--- src/rtl/bus_terminal_port.sv ---
// bus_terminal_port: device-side bus endpoint with a FWFT TX FIFO toward the bus and a FWFT RX FIFO toward the device
// Ports: clk/reset (async, active-high); dev_wr/dev_wr_data/dev_full load TX; pndng/D_pop/pop are the bus TX handshake;
// push/D_push deliver RX; dev_rd/dev_rd_data/dev_rx_vld drain RX; tx_count/rx_count occupancy;
// tx_drop_cnt/rx_ovf_cnt saturating drop counters; proto_err sticky protocol error.
// Optional: define BUS_TERMINAL_ADDR_CHECK_EN to store only pushes addressed to id or broadcast.
module bus_terminal_port #(
    parameter int          pckg_sz    = 16,
    parameter int          fifo_depth = 8,
    parameter logic [7:0]  id         = 8'd0,
    parameter logic [7:0]  broadcast  = 8'hFF
) (
    input  logic                          clk,
    input  logic                          reset,
    input  logic                          dev_wr,
    input  logic [pckg_sz-1:0]            dev_wr_data,
    output logic                          dev_full,
    output logic                          pndng,
    output logic [pckg_sz-1:0]            D_pop,
    input  logic                          pop,
    input  logic                          push,
    input  logic [pckg_sz-1:0]            D_push,
    input  logic                          dev_rd,
    output logic [pckg_sz-1:0]            dev_rd_data,
    output logic                          dev_rx_vld,
    output logic [$clog2(fifo_depth):0]   tx_count,
    output logic [$clog2(fifo_depth):0]   rx_count,
    output logic [7:0]                    tx_drop_cnt,
    output logic [7:0]                    rx_ovf_cnt,
    output logic                          proto_err
);
    localparam int aw = $clog2(fifo_depth);
    localparam int cw = aw + 1;
    localparam logic [cw-1:0] depth_c = cw'(fifo_depth);
`ifdef BUS_TERMINAL_ADDR_CHECK_EN
    localparam bit addr_chk = 1'b1;
`else
    localparam bit addr_chk = 1'b0;
`endif

    logic [pckg_sz-1:0] tx_mem [fifo_depth];
    logic [pckg_sz-1:0] rx_mem [fifo_depth];
    logic [aw-1:0]      tx_wp, tx_rp, rx_wp, rx_rp;
    logic               tx_empty, tx_full, rx_empty, rx_full;
    logic               tx_wr, tx_rd, rx_wr, rx_rd, addr_ok;

    assign tx_empty    = tx_count == '0;
    assign tx_full     = tx_count == depth_c;
    assign rx_empty    = rx_count == '0;
    assign rx_full     = rx_count == depth_c;
    // A retiring read frees its slot on the same edge, so a full FIFO still accepts a write alongside it.
    assign tx_rd       = pop && !tx_empty;
    assign tx_wr       = dev_wr && (!tx_full || tx_rd);
    assign rx_rd       = dev_rd && !rx_empty;
    assign addr_ok     = !addr_chk || D_push[pckg_sz-1 -: 8] == id || D_push[pckg_sz-1 -: 8] == broadcast;
    assign rx_wr       = push && addr_ok && (!rx_full || rx_rd);
    assign dev_full    = tx_full;
    assign pndng       = !tx_empty;
    assign dev_rx_vld  = !rx_empty;
    assign D_pop       = tx_empty ? '0 : tx_mem[tx_rp];
    assign dev_rd_data = rx_empty ? '0 : rx_mem[rx_rp];

    always_ff @(posedge clk) begin
        if (tx_wr) tx_mem[tx_wp] <= dev_wr_data;
        if (rx_wr) rx_mem[rx_wp] <= D_push;
    end

    always_ff @(posedge clk or posedge reset) begin
        if (reset) begin
            tx_wp       <= '0;
            tx_rp       <= '0;
            rx_wp       <= '0;
            rx_rp       <= '0;
            tx_count    <= '0;
            rx_count    <= '0;
            tx_drop_cnt <= '0;
            rx_ovf_cnt  <= '0;
            proto_err   <= 1'b0;
        end else begin
            if (tx_wr) tx_wp <= tx_wp + aw'(1);
            if (tx_rd) tx_rp <= tx_rp + aw'(1);
            if (rx_wr) rx_wp <= rx_wp + aw'(1);
            if (rx_rd) rx_rp <= rx_rp + aw'(1);
            tx_count <= tx_count + cw'(tx_wr) - cw'(tx_rd);
            rx_count <= rx_count + cw'(rx_wr) - cw'(rx_rd);
            if (dev_wr && !tx_wr && tx_drop_cnt != 8'hFF) tx_drop_cnt <= tx_drop_cnt + 8'd1;
            if (push && !rx_wr && rx_ovf_cnt != 8'hFF) rx_ovf_cnt <= rx_ovf_cnt + 8'd1;
            if ((pop && tx_empty) || (push && !addr_ok)) proto_err <= 1'b1;
        end
    end
endmodule

--- config.mk ---
export PLATFORM = sky130hd
export DESIGN_NAME = bus_terminal_port
export DESIGN_NICKNAME = d
export VERILOG_FILES = /design/src/rtl/bus_terminal_port.sv
export SDC_FILE = /design/constraint.sdc
export NUM_CORES = 1
export LEC_CHECK = 0
export CORE_MARGIN = 4
export CORE_UTILIZATION = 40
export CTS_CLUSTER_DIAMETER = 30
export DETAILED_ROUTE_END_ITERATION = 10
export SLEW_MARGIN = 20
export SYNTH_ARGS = -nofsm -noshare
export SYNTH_HDL_FRONTEND = slang
export SYNTH_SLANG_ARGS = --single-unit
--- constraint.sdc ---
create_clock -name clk -period 3 [get_ports clk]
set_clock_uncertainty 0.05 [all_clocks]
set_input_delay 0.6 -clock clk [delete_from_list [all_inputs] [get_ports clk]]
set_output_delay 0.6 -clock clk [all_outputs]
set_load 0.01 [all_outputs]
==> impl_metrics.env, run 1 <==
export IMPL_fmaxAchievable_mhz=325
export IMPL_ys_seq_elements=293
export IMPL_die_h_um=183
export IMPL_final_core_util_pct=55.7
export IMPL_synth_top_cell_area_share_pct=63.1
export IMPL_ys_seq_area_share_pct=70.6
export IMPL_yosys_warnings=0
export IMPL_viasPerCell=5.11
export IMPL_synth_top_area_cell="edfxtp_1"
export IMPL_first_pass_iters=4
export IMPL_slew_violations=0
export IMPL_place_gp_congestion=0.734
export IMPL_cts_reportedPaths_clkPinSlew_ns=0.04
export IMPL_grt_pass1_wl_um=42100
export IMPL_syn_inst=765
export IMPL_io_buffers=97
export IMPL_cp_arrival_ns=2.43
export IMPL_crit_path_max_incr_delay_ns=0.56
export IMPL_fillers=2318
export IMPL_period_needed_ns=3.08
export IMPL_num_nets_final=1003
export IMPL_worstSkewPairLatency_ns=0.54
export IMPL_initial_utilization_pct=40.8
export IMPL_critPathTopFamily="buffers and inverters"
export IMPL_violations="setup timing"
export IMPL_cp_slowest_cell="dfrtp_4"
export IMPL_crit_chain="buf_4 > nor2b_2 > a211oi_4 > a21oi_2 > and3_1 > clkdlybuf4s50_1"
export IMPL_antenna_left=0
export IMPL_first_global_vias=7538
export IMPL_cts_hold_fix_buffers=0
export IMPL_synth_top_cells_by_area="edfxtp_1 (63%), mux2i_1 (7.9%), dfrtp_1 (7.6%)"
export IMPL_hold_path_class="reg -> reg"
export IMPL_setup_slack_ns=-0.0796
export IMPL_coreArea_um2=29900
export IMPL_htree_num_levels=3
export IMPL_tns_ns=-0.170
export IMPL_pre_cts_slack_ns=0.290
export IMPL_syn_to_final_growth_pct=36.6
export IMPL_hold_slack_ns=0.405
export IMPL_clkSinkCount=293
export IMPL_cp_required_ns=2.35
export IMPL_first_iter_violations=389
export IMPL_grt_max_degree=38
export IMPL_drc=0
export IMPL_cap_violations=0
export IMPL_min_period_over_period_pct=103
export IMPL_fp_dieW_um=183
export IMPL_antenna_found_initial=1
export IMPL_wl_met1_um=12300
export IMPL_relSlewSlack_pct=66.4
export IMPL_overflow=0
export IMPL_cts_buffer_depth=3
export IMPL_synthArstFlopShare_pct=12.6
export IMPL_leakage_nw=6.19
export IMPL_syn_cell_area_um2=12200
export IMPL_p_per_area_nw_per_um2=1140
export IMPL_diodes=0
export IMPL_endpoint_kind="output pin"
export IMPL_drt_wl_total_um=27000
export IMPL_drive_above_1_share_pct=23.6
export IMPL_crit_buf_inv=2
export IMPL_synth_cell_types=47
export IMPL_seqCellArea_um2=8620
export IMPL_wl_per_cell_um=19.4
export IMPL_critPathLaunchType="register"
export IMPL_tritoncts_num_buffers=70
export IMPL_dr_max_layer_used="met5"
export IMPL_syn_nets=821
export IMPL_status="finished, violations left"
export IMPL_dieArea_um2=33300
export IMPL_peakVddDrop_mv=0.532
export IMPL_worst_slew_pin_slew_ns=0.504
export IMPL_grt_total_usage_pct=16.2
export IMPL_setup_violations=5
export IMPL_path_class="reg -> out"
export IMPL_cts_root_buf="clkbuf_16"
export IMPL_synth_edff_count=256
export IMPL_cts_tree="built"
export IMPL_place_hpwl_um=15200
export IMPL_route_met3_wl_um=1060
export IMPL_syn_area_per_cell_um2=15.9
export IMPL_rsz0062_at_grt="yes"
export IMPL_multi_input_area_um2=3410
export IMPL_synth_flop_cell="edfxtp_1"
export IMPL_rows=63
export IMPL_path_max_fanout=10
export IMPL_met2WireLength_um=13200
export IMPL_hold_viol=0
export IMPL_ios=98
export IMPL_vias=7114
[per-layer routing]
layer  up-vias  global-route usage, %
met5         -                      0
met4         2                   5.13
met3        36                   3.57
met2       136                   26.3
met1      3608                   21.8
li1       3332                      -
[registers in the layout (all words and copies together), names as in the netlist]
register,flops
tx_rp,3
rx_wp,3
rx_mem,128
rx_rp,3
tx_mem,128
tx_count,4
tx_drop_cnt,8
rx_ovf_cnt,8
proto_err,1
tx_wp,3
rx_count,4
[stage by stage]
stage	instance area [µm²]	cells	total power, mW
after floorplan	12200	765	8.77
after detailed placement	13900	1250	11.1
after global placement	13900	1250	11.0
final	16600	1393	18.9
after CTS	16600	1389	19.1
after global routing	16600	1393	19.9
[final cells by class]
cell class              count  area share [%]
clock inverters            46            3.95
clock buffers              82            10.9
multi-input cells         415            20.5
flip-flops and latches    293            51.8
inverters                  20           0.481
well taps                 390            2.93
repair buffers            147            9.47
[timing repair]
item / in CTS / in global routing
gates resized for setup: 59 / 14
endpoints found under the setup margin: 33 / 13
pin swaps: 1 / 2
buffers inserted: 10 / 4
gates cloned: 1 / 0
[synthesized netlist by cell type, types with 12 or more instances]
cell / n
and3_1: 32
nor2_1: 19
nor2b_1: 39
a21oi_1: 37
edfxtp_1: 256
dfrtp_1: 37
nand2_1: 27
ha_1: 16
buf_2: 12
a211oi_1: 12
a22oi_1: 32
inv_1: 19
mux2i_1: 96
a211oi_2: 20
[cell usage in the layout, fill, tap and decap left out, types with 12 or more instances in the layout]
cell,n
bufinv_16,12
edfxtp_1,256
mux2i_1,93
ha_1,15
dfrtp_1,35
a211oi_2,23
nor2_1,19
nor2b_1,33
a22oi_1,32
dlygate4sd2_1,21
inv_1,18
and3_1,31
buf_4,28
nand2_1,27
clkdlybuf4s50_1,71
clkinv_2,13
buf_12,15
clkbuf_16,71
a21oi_1,30
[cell families (layout without fill, tap and decap cells)]
logic type,count (synthesis),in the layout,synth area share [%]
AO/OA/AOI/OAI,112,112,7.02
XOR/XNOR,14,14,1.01
adder cells (fa/ha/maj),18,18,1.97
buffers and inverters,57,295,2.63
flip-flops,293,293,70.6
multiplexers,108,108,9.02
AND/OR/NAND/NOR,163,163,7.71
[path summary, 6_finish.rpt]
check | endpoint | depth (start not counted) | start | slack (ns)
max | dev_rd_data[14] | 6 | rx_rp[0]$_DFFE_PP0N_ | -0.08
max in group asynchronous | rx_rp[0]$_DFFE_PP0N_ | 3 | reset | 2.08
max reg2reg | tx_count[2]$_DFF_PP0_ | 11 | tx_count[3]$_DFF_PP0_ | 0.71
min in group asynchronous | proto_err$_DFFE_PP0P_ | 3 | reset | 0.43
min | proto_err$_DFFE_PP0P_ | 1 | proto_err$_DFFE_PP0P_ | 0.40
min reg2reg | proto_err$_DFFE_PP0P_ | 1 | proto_err$_DFFE_PP0P_ | 0.40
[worst reg2reg max path: cells and delay by family (launching register included)]
| family | cells | cell delay [ns] |
|---|---|---|
| buf+inv | 3 | 0.23 |
| fa+ha+maj | 3 | 0.71 |
| simple gates | 4 | 0.68 |
| flops | 1 | 0.37 |
| xor+xnor | 1 | 0.14 |
[where the power goes]
group / switching (mW) / internal (mW) / total [mW]
Combinational: 2.95 / 2.69 / 5.64
Clock: 2.37 / 5.40 / 7.77
Sequential: 0.364 / 5.17 / 5.54
Total: 5.68 / 13.3 / 18.9
Note: power is estimated with default switching activity, not from simulation.
==> run 2, diff against run 1 <==
--- a/config.mk
+++ b/config.mk
@@ -5,7 +5,8 @@
 export SDC_FILE = /design/constraint.sdc
 export NUM_CORES = 1
 export LEC_CHECK = 0
-export CORE_MARGIN = 4
+export ABC_AREA = 0
+export CORE_MARGIN = 3
 export CORE_UTILIZATION = 40
 export CTS_CLUSTER_DIAMETER = 30
 export DETAILED_ROUTE_END_ITERATION = 10
==> run 2 against run 1 <==
The run now ends clean. Clock-buffer cell count shrank 23. Routed wire length shrank 3.6%. Final area shrank 3.0%. Worst setup slack gained 0.18 ns. Total power shrank 8.4%. Utilization shrank 1.7 points. Critical path depth grew 2. Critical path type unchanged. Highest routed layer is now met4.
==> impl_metrics.env, run 2 (same netlist as run 1, synthesis figures left out) <==
export IMPL_cts_tree="built"
export IMPL_die_h_um=181
export IMPL_fillers=2439
export IMPL_endpoint_kind="output pin"
export IMPL_multi_input_area_um2=3380
export IMPL_p_per_area_nw_per_um2=1070
export IMPL_first_global_vias=7257
export IMPL_hold_path_class="in -> async"
export IMPL_grt_max_degree=38
export IMPL_antenna_found_initial=0
export IMPL_first_pass_iters=5
export IMPL_pre_cts_slack_ns=0.224
export IMPL_rsz0062_at_grt="no"
export IMPL_critPathLaunchType="register"
export IMPL_place_gp_congestion=0.727
export IMPL_p_sw_share_pct=30.9
export IMPL_reg_largest_list="rx_mem: 128 flops, tx_mem: 128 flops"
export IMPL_layout_commonest_cell="edfxtp_1"
export IMPL_relSlewSlack_pct=68.3
export IMPL_seqCellArea_um2=8620
export IMPL_path_max_fanout=14
export IMPL_cts_root_buf="clkbuf_16"
export IMPL_cts_reportedPaths_clkPinSlew_ns=0.05
export IMPL_pwr_share_clk_pct=36.2
export IMPL_cp_arrival_ns=2.25
export IMPL_diodes=0
export IMPL_rows=63
export IMPL_fp_dieW_um=181
export IMPL_io_buffers=97
export IMPL_setup_slack_ns=0.0958
export IMPL_drt_wl_total_um=26000
export IMPL_setup_violations=0
export IMPL_wl_per_cell_um=19.0
export IMPL_p_int_mw=12.0
export IMPL_drive_above_1_share_pct=22.0
export IMPL_min_period_over_period_pct=96.8
export IMPL_coreArea_um2=29900
export IMPL_htree_num_levels=2
export IMPL_worstSkewPairLatency_ns=0.55
export IMPL_ios=98
export IMPL_fmaxAchievable_mhz=344
export IMPL_vias=7030
export IMPL_syn_to_final_growth_pct=32.5
export IMPL_overflow=0
export IMPL_cts_hold_fix_buffers=0
export IMPL_final_area_um2=16200
export IMPL_final_cell_mix="edfxtp_1 (256), mux2i_1 (96), clkdlybuf4s50_1 (65), clkbuf_16 (58), nor2b_1 (36)"
export IMPL_tritoncts_num_buffers=57
export IMPL_p_switching_mw=5.37
export IMPL_drc=0
export IMPL_place_hpwl_um=15000
export IMPL_first_iter_violations=438
export IMPL_cts_buffer_depth=3
export IMPL_tns_ns=0
export IMPL_hold_viol=0
export IMPL_initial_utilization_pct=40.8
export IMPL_slew_violations=0
export IMPL_p_seq_share_pct=32.0
export IMPL_dieArea_um2=32600
export IMPL_num_nets_final=988
export IMPL_grt_total_usage_pct=15.7
export IMPL_cp_required_ns=2.35
export IMPL_leakage_nw=6.02
export IMPL_grt_pass1_wl_um=40600
export IMPL_peakVddDrop_mv=0.515
export IMPL_comb_power_share_pct=31.8
export IMPL_clkSinkCount=293
export IMPL_antenna_left=0
export IMPL_place_area_um2=14000
export IMPL_status="complete, no violations"
export IMPL_worst_slew_pin_slew_ns=0.471
export IMPL_path_class="reg -> out"
export IMPL_cap_violations=0
export IMPL_period_needed_ns=2.90
export IMPL_viasPerCell=5.14
==> run 2: changes by cell type in the layout (fill, tap and decap cells not counted), moves of 4 or more <==
cell             previous run  this run
clkinv_4                    3         8
buf_12                     15        20
buf_4                      28        20
clkbuf_16                  71        58
a21oi_1                    30        35
nor2b_2                     6         2
dlymetal6s2s_1              3         9
bufinv_16                  12         8
a211oi_1                    7         3
inv_6                       0         9
a211oi_2                   23        27
clkdlybuf4s50_1            71        65
a21oi_2                     7         2
clkbuf_1                   11         2
==> run 2: area by class of cell <==
cell class | instances | area share [%]
tap | 390 | 3.02
sequential | 293 | 53.4
timing repair buffer | 145 | 10.2
inverter | 20 | 0.496
clock inverter | 47 | 3.14
multi-input combinational | 415 | 20.9
clock buffer | 59 | 8.88
==> run 2: power by group through the flow <==
stage               Sequential, mW  Combinational (mW)  Clock (mW)
global route                  5.62                6.02        6.61
floorplan                     5.52                3.24           0
global placement              5.64                5.40           0
finish                        5.55                5.53        6.28
detailed placement            5.66                5.45           0
CTS                           5.54                5.50        6.38
==> run 2: worst paths after layout <==
check | depth (start not counted) | to | from | slack (ns)
worst max-delay path | 8 | D_pop[14] | tx_count[2]$_DFF_PP0_ | 0.1
worst min-delay path | 3 | tx_rp[2]$_DFFE_PP0N_ | reset | 0.35
worst max register to register | 11 | tx_count[2]$_DFF_PP0_ | tx_count[2]$_DFF_PP0_ | 0.67
worst min register to register | 1 | proto_err$_DFFE_PP0P_ | proto_err$_DFFE_PP0P_ | 0.42
max in group asynchronous | 3 | rx_rp[0]$_DFFE_PP0N_ | reset | 2.32
min in group clk | 1 | proto_err$_DFFE_PP0P_ | proto_err$_DFFE_PP0P_ | 0.42
==> run 2: what timing repair did <==
| action | 4_1_cts | 5_1_grt |
|---|---|---|
| setup buffers | 9 | 3 |
| setup endpoints to repair | 32 | 14 |
| gates cloned | 0 | 1 |
| hold endpoints to repair | 0 | 0 |
| pin swaps | 3 | 1 |
| gates resized for setup | 49 | 20 |
==> run 2: routing by layer <==
metal	global-route usage (%)	share of wire [%]	up-vias
met3	3.45	4.7	39
met1	21.8	46	3542
met4	4.57	1.5	0
met5	0	0	-
met2	25.1	48	155
li1	-	-	3294
==> run 2: metrics by stage <==
step / util, % / hold slack [ns] / total power, mW / cells
CTS: 53.7 / 0.336 / 17.4 / 1365
global route: 54.1 / 0.363 / 18.2 / 1369
global placement: 46.7 / 0.394 / 11.0 / 1250
floorplan: - / 0.430 / 8.77 / 765
finish: 54.1 / 0.349 / 17.4 / 1369
detailed placement: 46.7 / 0.402 / 11.1 / 1250
==> run 2: worst max-delay path: stages, from the launching register on <==
cell,delay (ns)
dfrtp_1,0.37
inv_1,0.10
ha_2,0.21
nor3b_2,0.19
inv_1,0.10
buf_8,0.16
buf_4,0.14
and3_1,0.16
dlygate4sd2_1,0.29
==> run 3, diff against run 2 <==
--- a/config.mk
+++ b/config.mk
@@ -10,6 +10,8 @@
 export CORE_UTILIZATION = 40
 export CTS_CLUSTER_DIAMETER = 30
 export DETAILED_ROUTE_END_ITERATION = 10
+export DONT_BUFFER_PORTS = 1
+export PLACE_DENSITY_LB_ADDON = 0.3
 export SLEW_MARGIN = 20
 export SYNTH_ARGS = -nofsm -noshare
 export SYNTH_HDL_FRONTEND = slang
==> run 3 against run 2 <==
First-iteration DRC count down 20%. Sequential power up 3%. Worst setup slack better by 0.017 ns. Clock power about the same. Critical endpoint is now dev_rd_data[8]. Largest cell class unchanged. Highest routed layer unchanged.
==> impl_metrics.env, run 3 (same netlist as run 1, synthesis figures left out) <==
export IMPL_status="complete, no violations"
export IMPL_layout_commonest_cell="edfxtp_1"
export IMPL_tritoncts_num_buffers=60
export IMPL_grt_total_usage_pct=14.9
export IMPL_crit_path_max_incr_delay_ns=0.67
export IMPL_cp_required_ns=2.35
export IMPL_antenna_found_initial=0
export IMPL_min_period_over_period_pct=96.2
export IMPL_drt_wl_total_um=24600
export IMPL_cts_root_buf="clkbuf_16"
export IMPL_cts_buffer_depth=3
export IMPL_endpoint_kind="output pin"
export IMPL_crit_chain="buf_12 > nor2b_1 > a211oi_2 > a21oi_1 > and3_1"
export IMPL_hold_path_cell_count=0
export IMPL_ios=98
export IMPL_place_gp_congestion=0.770
export IMPL_syn_to_final_growth_pct=21.4
export IMPL_first_iter_violations=351
export IMPL_critPathLaunch="rx_rp[0]$_DFFE_PP0N_"
export IMPL_rows=63
export IMPL_reg_largest_list="rx_mem: 128 flops, tx_mem: 128 flops"
export IMPL_diodes=0
export IMPL_hold_viol=0
export IMPL_r2r_start="tx_count[2]$_DFF_PP0_"
export IMPL_final_area_um2=14800
export IMPL_reg2reg_depth=11
export IMPL_overflow=0
export IMPL_cts_tree="built"
export IMPL_initial_utilization_pct=40.8
export IMPL_first_pass_iters=6
export IMPL_peakVddDrop_mv=0.507
export IMPL_clkSinkCount=293
export IMPL_gr_usage_met1_pct=18.8
export IMPL_first_global_vias=6661
export IMPL_num_nets_final=882
export IMPL_use_met3_pct=4.36
export IMPL_whs_endpoint="rx_mem[0][4]$_DFFE_PP_"
export IMPL_hold_path_class="in -> reg"
export IMPL_dieArea_um2=32600
export IMPL_place_area_um2=12800
export IMPL_grt_pass1_wl_um=38000
export IMPL_crit_buf_inv=1
export IMPL_grt_busiest_layer="met2"
export IMPL_path_max_fanout=25
export IMPL_timing_rr_end="tx_count[2]$_DFF_PP0_"
export IMPL_period_needed_ns=2.89
export IMPL_reg2reg_slack_ns=0.61
export IMPL_p_per_area_nw_per_um2=1090
export IMPL_path_class="reg -> out"
export IMPL_critPathTopFamily="flip-flops"
export IMPL_rsz0062_at_grt="no"
export IMPL_die_h_um=181
export IMPL_grt_max_degree=40
export IMPL_wl_per_cell_um=19.4
export IMPL_cap_violations=0
export IMPL_htree_num_levels=2
export IMPL_final_cell_mix="edfxtp_1 (256), mux2i_1 (96), clkbuf_16 (60), nor2b_1 (39), a21oi_1 (37)"
export IMPL_drive_above_1_share_pct=20.8
export IMPL_antenna_left=0
export IMPL_coreArea_um2=29900
export IMPL_tns_ns=0
export IMPL_fmaxAchievable_mhz=346
export IMPL_place_hpwl_um=14500
export IMPL_viasPerCell=5.12
export IMPL_worstSkewPairLatency_ns=0.58
export IMPL_cts_reportedPaths_clkPinSlew_ns=0.05
export IMPL_io_buffers=0
export IMPL_relSlewSlack_pct=50.0
export IMPL_grtUsageMet2_pct=24.8
export IMPL_fp_dieW_um=181
export IMPL_vias=6481
export IMPL_drc=0
export IMPL_cp_slowest_cell="dfrtp_4"
export IMPL_setup_violations=0
export IMPL_worst_slew_pin_slew_ns=0.745
export IMPL_slew_violations=0
export IMPL_cp_arrival_ns=2.24
export IMPL_holdCritStartpoint="D_push[4]"
export IMPL_leakage_nw=5.40
export IMPL_critPathLaunchType="register"
[run 3: changes by cell type in the layout (fill, tap and decap cells not counted), moves of 7 or more]
cell	delta
clkdlybuf4s50_1	-65
dlygate4sd2_1	-23
buf_12	-15
buf_4	+10
a211oi_1	+9
dlymetal6s2s_1	-9
clkbuf_1	+8
a211oi_2	-7
[run 3: report_power, final]
| part | switching [mW] | internal (mW) | total [mW] | leakage (nW) |
|---|---|---|---|---|
| registers | 0.553 | 5.17 | 5.72 | 2.78 |
| clock network | 2.22 | 4.08 | 6.30 | 0.963 |
| logic | 2.42 | 1.66 | 4.09 | 1.66 |
| total | 5.20 | 10.9 | 16.1 | 5.40 |
[run 3: worst register-to-register path, stage by stage, from the launching register on]
cell and delay (ns):
dfrtp_1 0.39, inv_1 0.10, ha_1 0.24, nor3b_1 0.16, inv_1 0.09, nand2_1 0.12
or2_2 0.32, nand2_1 0.07, ha_1 0.16, inv_1 0.06, fa_1 0.37, xnor2_1 0.18
[run 3: metal layers]
layer,part of all wire [%],vias up
met4,2.2,0
met1,42,3225
met2,50,131
met3,5.7,44
li1,-,3081
met5,0,-
[run 3: cell type report]
class | instances | area (µm²)
repair buffers | 36 | 335
flip-flops and latches | 293 | 8620
multi-input cells | 415 | 3290
clock buffers | 70 | 1540
inverters | 20 | 80.1
fillers | 2464 | 15100
clock inverters | 41 | 445
well taps | 390 | 488
[run 3: worst max path at each step]
stage / to / slack, ns / depth (start not counted)
6_report: dev_rd_data[8] / 0.11 / 5
5_1_grt: dev_rd_data[11] / 0.03 / 4
4_1_cts: D_pop[6] / 0.03 / 4
3_5_place_dp: dev_rd_data[4] / 0.54 / 4
3_3_place_gp: dev_rd_data[5] / 0.59 / 4
2_1_floorplan: rx_mem[0][0]$_DFFE_PP_ / 0.09 / 6
[run 3: what timing repair did]
action | 4_1_cts | 5_1_grt
setup endpoints to repair | 9 | 9
hold buffers | 1 | 0
hold endpoints to repair | 18 | 0
buffers inserted | 1 | 1
gates resized for setup | 1 | 1
[run 3: through the flow]
step                hold slack, ns  utilization [%]  instances  total power [mW]  worst slack (ns)
floorplan                    0.430                -        765              8.77            0.0921
global route                0.0181             49.5       1265              16.9            0.0276
finish                      0.0555             49.5       1265              16.1             0.113
CTS                         0.0223             49.5       1264              16.2            0.0348
detailed placement           0.464             42.7       1151              9.84             0.545
global placement             0.452             42.7       1151              9.77             0.585
